===== src/rtl/cmsdk_uart_tx_stream_pkg.sv =====
// Shared types and constants for the byte-stream UART transmitter.
// Holds the frame FSM state encoding and the control characters that
// a downstream UART capture device understands.
package cmsdk_uart_tx_stream_pkg;

  localparam int DATA_W = 8;

  // Index of the last data bit in an 8N1 frame.
  localparam logic [2:0] LAST_BIT = 3'd7;

  // Frame state: idle line, start bit, eight data bits, stop bit.
  typedef enum logic [1:0] {
    ST_IDLE  = 2'd0,
    ST_START = 2'd1,
    ST_DATA  = 2'd2,
    ST_STOP  = 2'd3
  } tx_state_t;

  // Control characters recognised by the capture device.
  localparam logic [7:0] UART_ESC     = 8'h1B;
  localparam logic [7:0] UART_EOT     = 8'h04;
  localparam logic [7:0] UART_AUX     = 8'h10;
  localparam logic [7:0] UART_DBG_EN  = 8'h11;
  localparam logic [7:0] UART_DBG_DIS = 8'h12;

endpackage


===== src/rtl/cmsdk_uart_tx_stream_if.sv =====
// Byte handshake between a producer and the UART transmitter.
// A byte moves when TX_VALID and TX_READY are both high at a rising clock edge.
interface cmsdk_uart_tx_stream_if;
  import cmsdk_uart_tx_stream_pkg::*;

  logic [DATA_W-1:0] TX_DATA;
  logic              TX_VALID;
  logic              TX_READY;

  modport master (output TX_DATA, output TX_VALID, input TX_READY);
  modport slave  (input TX_DATA, input TX_VALID, output TX_READY);

endinterface


===== src/rtl/cmsdk_uart_tx_fifo.sv =====
// Circular byte buffer sitting between the handshake port and the serialiser.
// Pointers carry one extra wrap bit so that full and empty are distinguishable
// and the fill level is simply their difference.
module cmsdk_uart_tx_fifo
  import cmsdk_uart_tx_stream_pkg::*;
#(
  parameter int FIFO_AW = 4
) (
  input  logic              CLK,
  input  logic              RESETn,
  input  logic              i_push,
  input  logic [DATA_W-1:0] i_data,
  input  logic              i_pop,
  output logic [DATA_W-1:0] o_data,
  output logic              o_full,
  output logic              o_empty,
  output logic [FIFO_AW:0]  o_count
);

  localparam int DEPTH = 1 << FIFO_AW;

  logic [DATA_W-1:0] r_mem [DEPTH];
  logic [FIFO_AW:0]  r_wptr;
  logic [FIFO_AW:0]  r_rptr;
  logic [FIFO_AW:0]  w_count;
  logic              w_push;
  logic              w_pop;

  assign w_count = r_wptr - r_rptr;
  assign o_count = w_count;
  assign o_full  = (w_count == (FIFO_AW + 1)'(DEPTH));
  assign o_empty = (w_count == '0);
  assign o_data  = r_mem[r_rptr[FIFO_AW-1:0]];

  assign w_push = i_push & ~o_full;
  assign w_pop  = i_pop & ~o_empty;

  // Storage array is written on accepted pushes and needs no reset.
  always_ff @(posedge CLK) begin
    if (w_push) begin
      r_mem[r_wptr[FIFO_AW-1:0]] <= i_data;
    end
  end

  // Pointers advance independently, so a push and pop together leave the count unchanged.
  always_ff @(posedge CLK or negedge RESETn) begin
    if (!RESETn) begin
      r_wptr <= '0;
      r_rptr <= '0;
    end else begin
      if (w_push) begin
        r_wptr <= r_wptr + 1'b1;
      end
      if (w_pop) begin
        r_rptr <= r_rptr + 1'b1;
      end
    end
  end

endmodule


===== src/rtl/cmsdk_uart_tx_stream.sv =====
// Byte-stream UART transmitter: buffers incoming bytes and sends each one
// as an 8N1 frame on TXD. Bit period is BAUDDIV+1 clocks, with the divisor
// captured at every frame start so mid-frame changes cannot distort a frame.
module cmsdk_uart_tx_stream
  import cmsdk_uart_tx_stream_pkg::*;
#(
  parameter int FIFO_AW = 4,
  parameter int BAUD_W  = 16
) (
  input  logic                CLK,
  input  logic                RESETn,
  input  logic                ENABLE,
  input  logic [BAUD_W-1:0]   BAUDDIV,
  cmsdk_uart_tx_stream_if.slave tx_if,
  output logic                TXD,
  output logic                BUSY,
  output logic [FIFO_AW:0]    FIFO_COUNT
);

  tx_state_t         r_state;
  tx_state_t         w_stateNxt;
  logic [BAUD_W-1:0] r_bcnt;
  logic [BAUD_W-1:0] w_bcntNxt;
  logic [BAUD_W-1:0] r_div;
  logic [BAUD_W-1:0] w_divNxt;
  logic [2:0]        r_bidx;
  logic [2:0]        w_bidxNxt;
  logic [DATA_W-1:0] r_shift;
  logic [DATA_W-1:0] w_shiftNxt;
  logic              r_txd;
  logic              w_txdNxt;

  logic              w_push;
  logic              w_pop;
  logic              w_full;
  logic              w_empty;
  logic [DATA_W-1:0] w_head;
  logic [FIFO_AW:0]  w_count;
  logic              w_canStart;
  logic              w_boundary;

  // Ready depends only on stored state so a full FIFO never bypasses a same-cycle pop.
  assign tx_if.TX_READY = ~w_full;
  assign w_push         = tx_if.TX_VALID & ~w_full;
  assign w_canStart     = ENABLE & ~w_empty;
  assign w_boundary     = (r_bcnt == '0);

  assign TXD        = r_txd;
  assign FIFO_COUNT = w_count;
  assign BUSY       = (r_state != ST_IDLE) | (w_count != '0);

  cmsdk_uart_tx_fifo #(
    .FIFO_AW (FIFO_AW)
  ) u_fifo (
    .CLK     (CLK),
    .RESETn  (RESETn),
    .i_push  (w_push),
    .i_data  (tx_if.TX_DATA),
    .i_pop   (w_pop),
    .o_data  (w_head),
    .o_full  (w_full),
    .o_empty (w_empty),
    .o_count (w_count)
  );

  // Frame sequencing: next state, baud/bit counters, shifter and next TXD level.
  always_comb begin
    w_stateNxt = r_state;
    w_bcntNxt  = r_bcnt;
    w_divNxt   = r_div;
    w_bidxNxt  = r_bidx;
    w_shiftNxt = r_shift;
    w_pop      = 1'b0;
    w_txdNxt   = 1'b1;
    case (r_state)
      ST_IDLE: begin
        if (w_canStart) begin
          w_pop      = 1'b1;
          w_shiftNxt = w_head;
          w_divNxt   = BAUDDIV;
          w_bcntNxt  = BAUDDIV;
          w_stateNxt = ST_START;
        end
      end
      ST_START: begin
        w_txdNxt = 1'b0;
        if (w_boundary) begin
          w_bcntNxt  = r_div;
          w_bidxNxt  = '0;
          w_stateNxt = ST_DATA;
        end else begin
          w_bcntNxt = r_bcnt - 1'b1;
        end
      end
      ST_DATA: begin
        w_txdNxt = r_shift[0];
        if (w_boundary) begin
          w_bcntNxt  = r_div;
          w_shiftNxt = r_shift >> 1;
          if (r_bidx == LAST_BIT) begin
            w_stateNxt = ST_STOP;
          end else begin
            w_bidxNxt = r_bidx + 3'd1;
          end
        end else begin
          w_bcntNxt = r_bcnt - 1'b1;
        end
      end
      ST_STOP: begin
        if (w_boundary) begin
          if (w_canStart) begin
            w_pop      = 1'b1;
            w_shiftNxt = w_head;
            w_divNxt   = BAUDDIV;
            w_bcntNxt  = BAUDDIV;
            w_stateNxt = ST_START;
          end else begin
            w_stateNxt = ST_IDLE;
          end
        end else begin
          w_bcntNxt = r_bcnt - 1'b1;
        end
      end
      default: begin
        w_stateNxt = ST_IDLE;
      end
    endcase
  end

  // State and datapath registers; reset forces the line idle-high at once.
  always_ff @(posedge CLK or negedge RESETn) begin
    if (!RESETn) begin
      r_state <= ST_IDLE;
      r_bcnt  <= '0;
      r_div   <= '0;
      r_bidx  <= '0;
      r_shift <= '0;
      r_txd   <= 1'b1;
    end else begin
      r_state <= w_stateNxt;
      r_bcnt  <= w_bcntNxt;
      r_div   <= w_divNxt;
      r_bidx  <= w_bidxNxt;
      r_shift <= w_shiftNxt;
      r_txd   <= w_txdNxt;
    end
  end

endmodule


===== src/flat_wrapper.sv =====
// flat-port wrapper written by rule: the top's interface ports become plain ports
module cmsdk_uart_tx_stream_flat import cmsdk_uart_tx_stream_pkg::*;
#(
  parameter int FIFO_AW = 4,
  parameter int BAUD_W  = 16
)
  (CLK, RESETn, ENABLE, BAUDDIV, TXD, BUSY, FIFO_COUNT, tx_if_TX_DATA, tx_if_TX_VALID, tx_if_TX_READY);
  cmsdk_uart_tx_stream_if tx_if_i ();
  input  logic CLK;
  input  logic RESETn;
  input  logic ENABLE;
  input  logic [BAUD_W-1:0] BAUDDIV;
  output logic TXD;
  output logic BUSY;
  output logic [FIFO_AW:0] FIFO_COUNT;
  input wire logic [$bits(tx_if_i.TX_DATA)-1:0] tx_if_TX_DATA;
  input wire logic [$bits(tx_if_i.TX_VALID)-1:0] tx_if_TX_VALID;
  output wire logic [$bits(tx_if_i.TX_READY)-1:0] tx_if_TX_READY;
  assign tx_if_i.TX_DATA = tx_if_TX_DATA;
  assign tx_if_i.TX_VALID = tx_if_TX_VALID;
  assign tx_if_TX_READY = tx_if_i.TX_READY;
  cmsdk_uart_tx_stream #(.FIFO_AW(FIFO_AW), .BAUD_W(BAUD_W)) u_core (.CLK(CLK), .RESETn(RESETn), .ENABLE(ENABLE), .BAUDDIV(BAUDDIV), .tx_if(tx_if_i), .TXD(TXD), .BUSY(BUSY), .FIFO_COUNT(FIFO_COUNT));
endmodule

===== config.mk =====
export PLATFORM = sky130hd
export DESIGN_NAME = cmsdk_uart_tx_stream_flat
export DESIGN_NICKNAME = d
export VERILOG_FILES = /design/src/rtl/cmsdk_uart_tx_stream_pkg.sv /design/src/rtl/cmsdk_uart_tx_stream_if.sv /design/src/rtl/cmsdk_uart_tx_fifo.sv /design/src/rtl/cmsdk_uart_tx_stream.sv /design/src/flat_wrapper.sv
export SDC_FILE = /design/constraint.sdc
export NUM_CORES = 1
export LEC_CHECK = 0
export CAP_MARGIN = 25
export CORE_ASPECT_RATIO = 0.5
export CORE_UTILIZATION = 30
export CTS_CLUSTER_SIZE = 16
export DETAILED_ROUTE_END_ITERATION = 6
export PLACE_DENSITY = 0.42
export SLEW_MARGIN = 0
export SYNTH_ARGS = -nofsm -noshare
export SYNTH_HDL_FRONTEND = slang
export SYNTH_HIERARCHICAL = 1
export SYNTH_SLANG_ARGS = --single-unit

===== constraint.sdc =====
create_clock -name CLK -period 4.4 [get_ports CLK]
set_clock_uncertainty 0.2 [all_clocks]
set_input_delay 1.1 -clock CLK [delete_from_list [all_inputs] [get_ports CLK]]
set_output_delay 1.1 -clock CLK [all_outputs]
set_load 0.05 [all_outputs]

# Yosys cells after proc, flatten, opt, wreduce, memory -nomap -nowiden
# Memories as Yosys holds them, arrays and structs flattened.
# Index checks and enable logic that the tools add are counted.
[classes]
n_mux = 28
addsub = 5
n_reduce_logical = 13
bitwise_logic = 7
eq_ne = 11
[ops]
columns = ["op", "count"]
rows = [
  ["2-to-1 mux 16 bit", 5],
  ["one-hot mux 16 bit (3 select lines)", 1],
  ["one-hot mux 16 bit (2 select lines)", 1],
  ["2-to-1 mux 8 bit", 3],
  ["one-hot mux 8 bit (3 select lines)", 1],
  ["zero test 16 bit", 1],
  ["subtractor 16 x 1 -> 16 bit (second input constant)", 1],
  ["adder 5 x 1 -> 5 bit (second input constant)", 2],
  ["2-to-1 mux 2 bit", 5],
  ["inequality test 2 x 1 -> 1 bit (second input constant)", 5],
  ["2-to-1 mux 3 bit", 3],
  ["one-hot mux 2 bit (4 select lines)", 1],
  ["one-hot mux 3 bit (2 select lines)", 1],
  ["nonzero test 2 bit", 3],
  ["equality test 5 bit (second input constant)", 1],
  ["zero test 5 bit", 1],
  ["2-to-1 mux 1 bit", 5],
  ["AND reduction 5 bit", 1],
  ["nonzero test 5 bit", 1],
  ["subtractor 5 bit", 1],
  ["bitwise AND 1 bit", 4],
  ["equality test 2 bit (second input constant)", 2],
  ["one-hot mux 1 bit (2 select lines)", 2],
  ["AND reduction 4 bit", 1],
  ["11 further kinds", 12],
]
[totals]
in_bits = 28
out_inout_bits = 8
ff_bits = 56
memories = 1
ramBits = 128
word_cells = 73
[memory_table]
columns = ["memory", "depth", "width", "rd", "rd_clocked_by_memory_dff", "wr", "line", "rtl"]
rows = [
  ["u_core.u_fifo.r_mem", 16, 8, 1, 0, 1, "cmsdk_uart_tx_fifo.sv:22", "logic [DATA_W-1:0] r_mem [DEPTH];"],
]

# Longest topological paths before layout
[depth]
depth_word = 8
mapped_depth = 13

# By module
# The synthesis kept the hierarchy.
[modules_own_cells]
columns = ["module", "cells_per_inst", "area_per_inst_um2", "n_inst", "seq_area_each_um2"]
rows = [
  ["cmsdk_uart_tx_fifo", 264, 5629.1, 1, 4093.9],
  ["cmsdk_uart_tx_stream", 262, 2707.6, 1, 1152.4],
]

# Worst setup path before layout
# OpenSTA, ideal clock, no wires.
[synth_path]
kind = "register to register"
from = "register u_core.u_fifo.r_rptr[1]"
to = "memory u_core.u_fifo.r_mem[3][0] (enable)"
path_stages_with_launch = 11
n_path_buf = 2
slack_ns = -0.040
arrival_time_ns = 3.845
period_less_slack_ns = 4.440
cell_sequence = "dfrtp_1 -> clkbuf_1 -> clkbuf_1 -> inv_1 -> fa_1 -> xor2_1 -> nand4b_1 -> a211oi_4 -> nor2b_1 -> nand2_1 -> nor4_1"
[synth_via]
elab_chain_cells = 7
[synth_rtl]
columns = ["element", "line", "rtl"]
rows = [
  ["start: declaration", "cmsdk_uart_tx_fifo.sv:24", "logic [FIFO_AW:0] r_rptr;"],
  ["start signal: assignment", "cmsdk_uart_tx_fifo.sv:55", "r_rptr <= r_rptr + 1'b1;"],
  ["subtractor 5 bit", "cmsdk_uart_tx_fifo.sv:29", "assign w_count = r_wptr - r_rptr;"],
  ["via FIFO_COUNT[2]", "flat_wrapper.sv:15", "output logic [FIFO_AW:0] FIFO_COUNT;"],
  ["equality test 5 bit", "cmsdk_uart_tx_fifo.sv:31", "assign o_full = (w_count == (FIFO_AW + 1)'(DEPTH));"],
  ["via u_core.w_full", "cmsdk_uart_tx_stream.sv:35", "logic w_full;"],
  ["inverter 1 bit", "cmsdk_uart_tx_stream.sv:44", "assign w_push = tx_if.TX_VALID & ~w_full;"],
  ["bitwise AND 1 bit", "cmsdk_uart_tx_stream.sv:44", ""],
  ["via u_core.w_push", "cmsdk_uart_tx_stream.sv:33", "logic w_push;"],
  ["bitwise AND 1 bit", "cmsdk_uart_tx_fifo.sv:35", "assign w_push = i_push & ~o_full;"],
  ["2-to-1 mux 1 bit", "cmsdk_uart_tx_fifo.sv:40", "if (w_push) begin"],
  ["2-to-1 mux 1 bit (implied by the code)", "cmsdk_uart_tx_fifo.sv:41", "r_mem[r_wptr[FIFO_AW-1:0]] <= i_data;"],
  ["end: declaration", "cmsdk_uart_tx_fifo.sv:22", ""],
]
# The timed path passes the listed nets, and every way through them passes these cells.

# Worst setup path in the final report
[layout_path]
from = "register u_core.u_fifo.r_wptr[0]"
to = "output port tx_if_TX_READY"
[layout_via]
elab_chain_cells = 3
[layout_rtl]
columns = ["element", "line", "rtl"]
rows = [
  ["start: declaration", "cmsdk_uart_tx_fifo.sv:23", "logic [FIFO_AW:0] r_wptr;"],
  ["start signal: assignment", "cmsdk_uart_tx_fifo.sv:52", "r_wptr <= r_wptr + 1'b1;"],
  ["subtractor 5 bit", "cmsdk_uart_tx_fifo.sv:29", ""],
  ["equality test 5 bit", "cmsdk_uart_tx_fifo.sv:31", ""],
  ["via u_core.w_full", "cmsdk_uart_tx_stream.sv:35", ""],
  ["inverter 1 bit", "cmsdk_uart_tx_stream.sv:43", "assign tx_if.TX_READY = ~w_full;"],
  ["end: declaration", "flat_wrapper.sv:18", "output wire logic [$bits(tx_if_i.TX_READY)-1:0] tx_if_TX_READY;"],
]
# The timed path passes the listed nets, and every way through them passes these cells.

==> metrics.txt <==
# TYPE chip_impl_metric gauge
chip_impl_metric{name="syn_nets",unit=""} 573
chip_impl_metric{name="critical_path_rt",unit="ps"} 3100
chip_impl_metric{name="diodes",unit=""} 0
chip_impl_metric{name="drt_iter0_markers",unit=""} 368
chip_impl_metric{name="power_per_cell_area",unit="nW/µm²"} 480
chip_impl_metric{name="ctsLongestPathBuffers",unit=""} 2
chip_impl_info{name="worst_r2r_endpoint",value="u_core/u_fifo/r_mem[4][6]"} 1
chip_impl_metric{name="hold_violations",unit=""} 0
chip_impl_info{name="critical_path.endpoint",value="tx_if_TX_READY"} 1
chip_impl_metric{name="final-setup-viol-count",unit=""} 0
chip_impl_metric{name="drt.antenna.violating_nets",unit=""} 0
chip_impl_metric{name="r2r_setup_slack",unit="ps"} 440
chip_impl_info{name="hold_path.class",value="reg -> reg"} 1
chip_impl_metric{name="port_buffers",unit=""} 35
chip_impl_metric{name="grt_usage",unit="%"} 15.0
chip_impl_info{name="outcome",value="completed"} 1
chip_impl_metric{name="starting_utilization_of_the_core_area",unit="%"} 31.0
chip_impl_metric{name="synth-compound-area-share",unit="%"} 6.12
chip_impl_metric{name="buffering_stage_count_on_the_worst_path_with_inverters_included",unit=""} 4
chip_impl_metric{name="maxCapViolCount",unit=""} 0
chip_impl_metric{name="design_power_total",unit="mW"} 4.66
chip_impl_metric{name="vias_in_the_first_global_route",unit=""} 4932
chip_impl_metric{name="slew_viol_final",unit=""} 0
chip_impl_metric{name="period_needed",unit="ps"} 4070
chip_impl_metric{name="wl_per_cell",unit="µm"} 20.5
chip_impl_metric{name="wirelength_met1",unit="µm"} 9510
chip_impl_info{name="critical_path.top_delay_family",value="compound AO/OA/AOI/OAI gates"} 1
chip_impl_metric{name="worst_setup_hold_path_clk_slew",unit="ps"} 70
chip_impl_info{name="critPathMostFrequentCell",value="inv_1"} 1
chip_impl_metric{name="cp.depth",unit=""} 9
chip_impl_metric{name="drc_errors",unit=""} 0
chip_impl_metric{name="nNetsFinal",unit=""} 610
chip_impl_metric{name="cells_on_worst_reg2reg_path",unit=""} 11
chip_impl_info{name="cts.root.buffer_cell",value="clkbuf_16"} 1
chip_impl_metric{name="timing.critical_path.arrival",unit="ps"} 2770
chip_impl_info{name="grt_setup_unrepaired",value="false"} 1
chip_impl_metric{name="gpl.final_weighted_congestion",unit=""} 0.734
chip_impl_metric{name="critical_path_peak_fanout",unit=""} 4
chip_impl_info{name="path_type_of_the_worst_setup_path",value="reg -> out"} 1
chip_impl_info{name="dr.max_layer_used",value="met4"} 1
chip_impl_metric{name="grt_start_max_net_pins",unit=""} 36
chip_impl_info{name="element_type_at_the_critical_path_start",value="register"} 1
chip_impl_metric{name="num_io_pins",unit=""} 36
chip_impl_metric{name="totalWireLength",unit="µm"} 19500
chip_impl_metric{name="floorplan.die.width",unit="µm"} 238
chip_impl_metric{name="grt_first_pass_wirelength",unit="µm"} 30600
chip_impl_metric{name="max_clock_freq",unit="MHz"} 246
chip_impl_metric{name="numCtsBuffers",unit=""} 17
chip_impl_metric{name="post_route_cells_drive_above_1_share",unit="%"} 21.7
chip_impl_metric{name="synthToLayoutAreaGrowth",unit="%"} 16.6
chip_impl_metric{name="vdd_ir_drop_max",unit="µV"} 227
chip_impl_metric{name="die-area",unit="µm²"} 28500
chip_impl_metric{name="share_of_synthesized_area_spent_on_multiplexers",unit="%"} 16.3
chip_impl_metric{name="period_utilization_post_route",unit="%"} 92.6
chip_impl_metric{name="cts_max_level",unit=""} 4
chip_impl_metric{name="dr_vias",unit=""} 4555
chip_impl_metric{name="synth_adder_area_share",unit="%"} 2.94
chip_impl_info{name="cts_tree",value="done"} 1
chip_impl_metric{name="synthCells",unit=""} 526
chip_impl_info{name="end_kind",value="primary output"} 1
chip_impl_metric{name="globalRoute.totalOverflow",unit=""} 0
chip_impl_metric{name="antenna_violations_before_repair",unit=""} 0
chip_impl_metric{name="detailroute.wirelength.met2",unit="µm"} 8960
chip_impl_metric{name="fin_cells",unit=""} 949
chip_impl_metric{name="synth.yosys.warnings",unit=""} 6
chip_impl_info{name="critical-path-slowest-cell",value="dfrtp_1"} 1
chip_impl_metric{name="syn_avg_cell_area",unit="µm²"} 15.8
chip_impl_metric{name="insertion_delay_to_the_later_sink_of_the_worst_skew_pair",unit="ps"} 440
chip_impl_info{name="cp-startpoint",value="u_core/u_fifo/r_wptr[0]"} 1
chip_impl_metric{name="ys_seq_elements",unit=""} 184
chip_impl_metric{name="yosys.area_share.xor_xnor",unit="%"} 2.10
chip_impl_metric{name="rows",unit=""} 42
chip_impl_metric{name="drt-pass1-iter-count",unit=""} 5
chip_impl_info{name="synth_top_family_by_area",value="multiplexers"} 1
chip_impl_metric{name="slowest_delay",unit="ps"} 420
chip_impl_metric{name="tightest_slew",unit="ps"} 782
chip_impl_metric{name="ys_types",unit=""} 55
chip_impl_metric{name="hpwl",unit="µm"} 12900
chip_impl_metric{name="clock_sink_count",unit=""} 184
chip_impl_metric{name="async_flop_share",unit="%"} 30.4
chip_impl_metric{name="design.core.area",unit="µm²"} 26900
chip_impl_metric{name="placed_cells",unit=""} 917
chip_impl_info{name="cp_cell_sequence",value="inv_1, ha_1, inv_1, fa_1, xor2_2, a211o_1, a211oi_4, inv_1, buf_4"} 1
chip_impl_metric{name="yosys.area_share.simple",unit="%"} 7.16
chip_impl_metric{name="detailroute.wirelength.met3",unit="µm"} 728
chip_impl_metric{name="synth_area",unit="µm²"} 8340
chip_impl_metric{name="p_leak",unit="nW"} 3.48
chip_impl_info{name="worst_r2r_startpoint",value="u_core/u_fifo/r_wptr[0]"} 1
chip_impl_metric{name="seq_area_frac_synth",unit="%"} 62.9
chip_impl_metric{name="final_cell_utilization_of_the_core",unit="%"} 36.2
chip_impl_info{name="synth_flop_cell",value="edfxtp_1"} 1
chip_impl_metric{name="synth-edff-count",unit=""} 128
chip_impl_metric{name="die_height",unit="µm"} 120
chip_impl_metric{name="setup-tns-final",unit="ps"} 0
chip_impl_metric{name="vias_per_cell",unit=""} 4.80
chip_impl_metric{name="relSlewSlack",unit="%"} 47.7
power breakdown:
| group | switching (mW) | internal [mW] | leakage, nW |
|---|---|---|---|
| combinational | 0.591 | 0.395 | 1.37 |
| clock | 0.676 | 0.847 | 0.281 |
| sequential | 0.111 | 2.04 | 1.83 |
layer usage:
layer	global-route usage, %	vias up
met5	0	-
met4	4.60	0
met3	4.90	19
met2	22.7	71
met1	20.4	2339
li1	-	2126
per-stage QoR:
| step | worst slack [ps] | hold slack [ps] | area, µm² |
|---|---|---|---|
| finish | 328 | 284 | 9720 |
| CTS | 84.9 | 285 | 9710 |
| floorplan | 115 | 250 | 8340 |
| global route | 66.7 | 306 | 9720 |
| detailed placement | 557 | 265 | 9140 |
| global placement | 643 | 259 | 9140 |
placed cells by master (no fill, tap or decap), types with 15 or more instances in the layout:
cell type	synthesis	routed
buf_4	4	16
clkbuf_16	0	17
clkdlybuf4s50_1	0	28
dfrtp_1	55	54
edfxtp_1	128	128
ha_1	18	18
mux2i_1	17	17
mux4_2	40	40
nand2_1	20	20
nor3_1	15	15
o21ai_0	19	19
cell usage after synthesis (all sizes together) (5+ instances only):
cell / n / area (µm²)
a21o: 6 / 45.0
mux4: 40 / 901
ha: 18 / 225
a211oi: 5 / 50.1
nor4: 9 / 56.3
xnor2: 12 / 105
and3: 14 / 87.6
edfxtp: 128 / 3840
buf: 12 / 86.3
nor2: 13 / 48.8
o21ai: 19 / 95.1
nand2: 20 / 75.1
o22ai: 8 / 50.1
nor3: 15 / 75.1
inv: 13 / 48.8
a22o: 6 / 52.6
nor2b: 5 / 33.8
dfrtp: 55 / 1380
mux2i: 17 / 170
or3: 5 / 31.3
clkbuf: 18 / 67.6
a21oi: 12 / 60.1
mux2: 22 / 289
xor2: 8 / 70.1
cell families (layout without fill, tap and decap cells):
kind of cell | count (synthesis) | in the layout
buf+inv | 43 | 92
mux | 79 | 79
simple gates | 107 | 107
fa+ha+maj | 19 | 19
xor+xnor | 20 | 20
flops | 184 | 184
compound gates | 74 | 74
how the worst min path moves through the flow:
| stage | from | end | slack, ps | depth (start not counted) |
|---|---|---|---|---|
| 2_1_floorplan | u_core/r_shift[1] | u_core/r_shift[1] | 250 | 2 |
| 3_3_place_gp | u_core/r_div[13] | u_core/r_bcnt[13] | 260 | 1 |
| 3_5_place_dp | u_core/r_div[11] | u_core/r_bcnt[11] | 260 | 1 |
| 4_1_cts | u_core/r_div[13] | u_core/r_bcnt[13] | 290 | 1 |
| 5_1_grt | u_core/r_div[13] | u_core/r_bcnt[13] | 310 | 1 |
| 6_report | u_core/r_div[13] | u_core/r_bcnt[13] | 280 | 1 |
registers in the layout (all words and copies together), names as in the netlist:
register              flops
u_core/r_shift            8
u_core/u_fifo/r_wptr      5
u_core/r_div             16
u_core/TXD                1
u_core/r_bcnt            16
u_core/u_fifo/r_rptr      5
u_core/r_state            2
u_core/r_bidx             3
u_core/u_fifo/r_mem     128
timing repair:
item	CTS	global route
setup buffers	0	1
resized for setup	0	1
hold buffers	0	0
hold endpoints to repair	0	0
setup endpoints to repair	0	2
worst reg2reg max path, cell delays in order, from the launching register on:
cell	delay, ps
dfrtp_1	420
inv_1	160
ha_1	180
inv_1	50
fa_1	420
xor2_2	330
nand4b_1	240
a211oi_4	90
buf_4	170
nor2b_1	170
nor2b_2	610
and3_1	560
final cells by class:
class	count	area [µm²]
fillers	2548	17100
flip-flops and latches	184	5250
multi-input cells	299	2920
well taps	374	468
repair buffers	48	465
clock buffers	20	437
clock inverters	11	139
inverters	13	48.8
No activity file was read; power rests on OpenSTA's default activity.
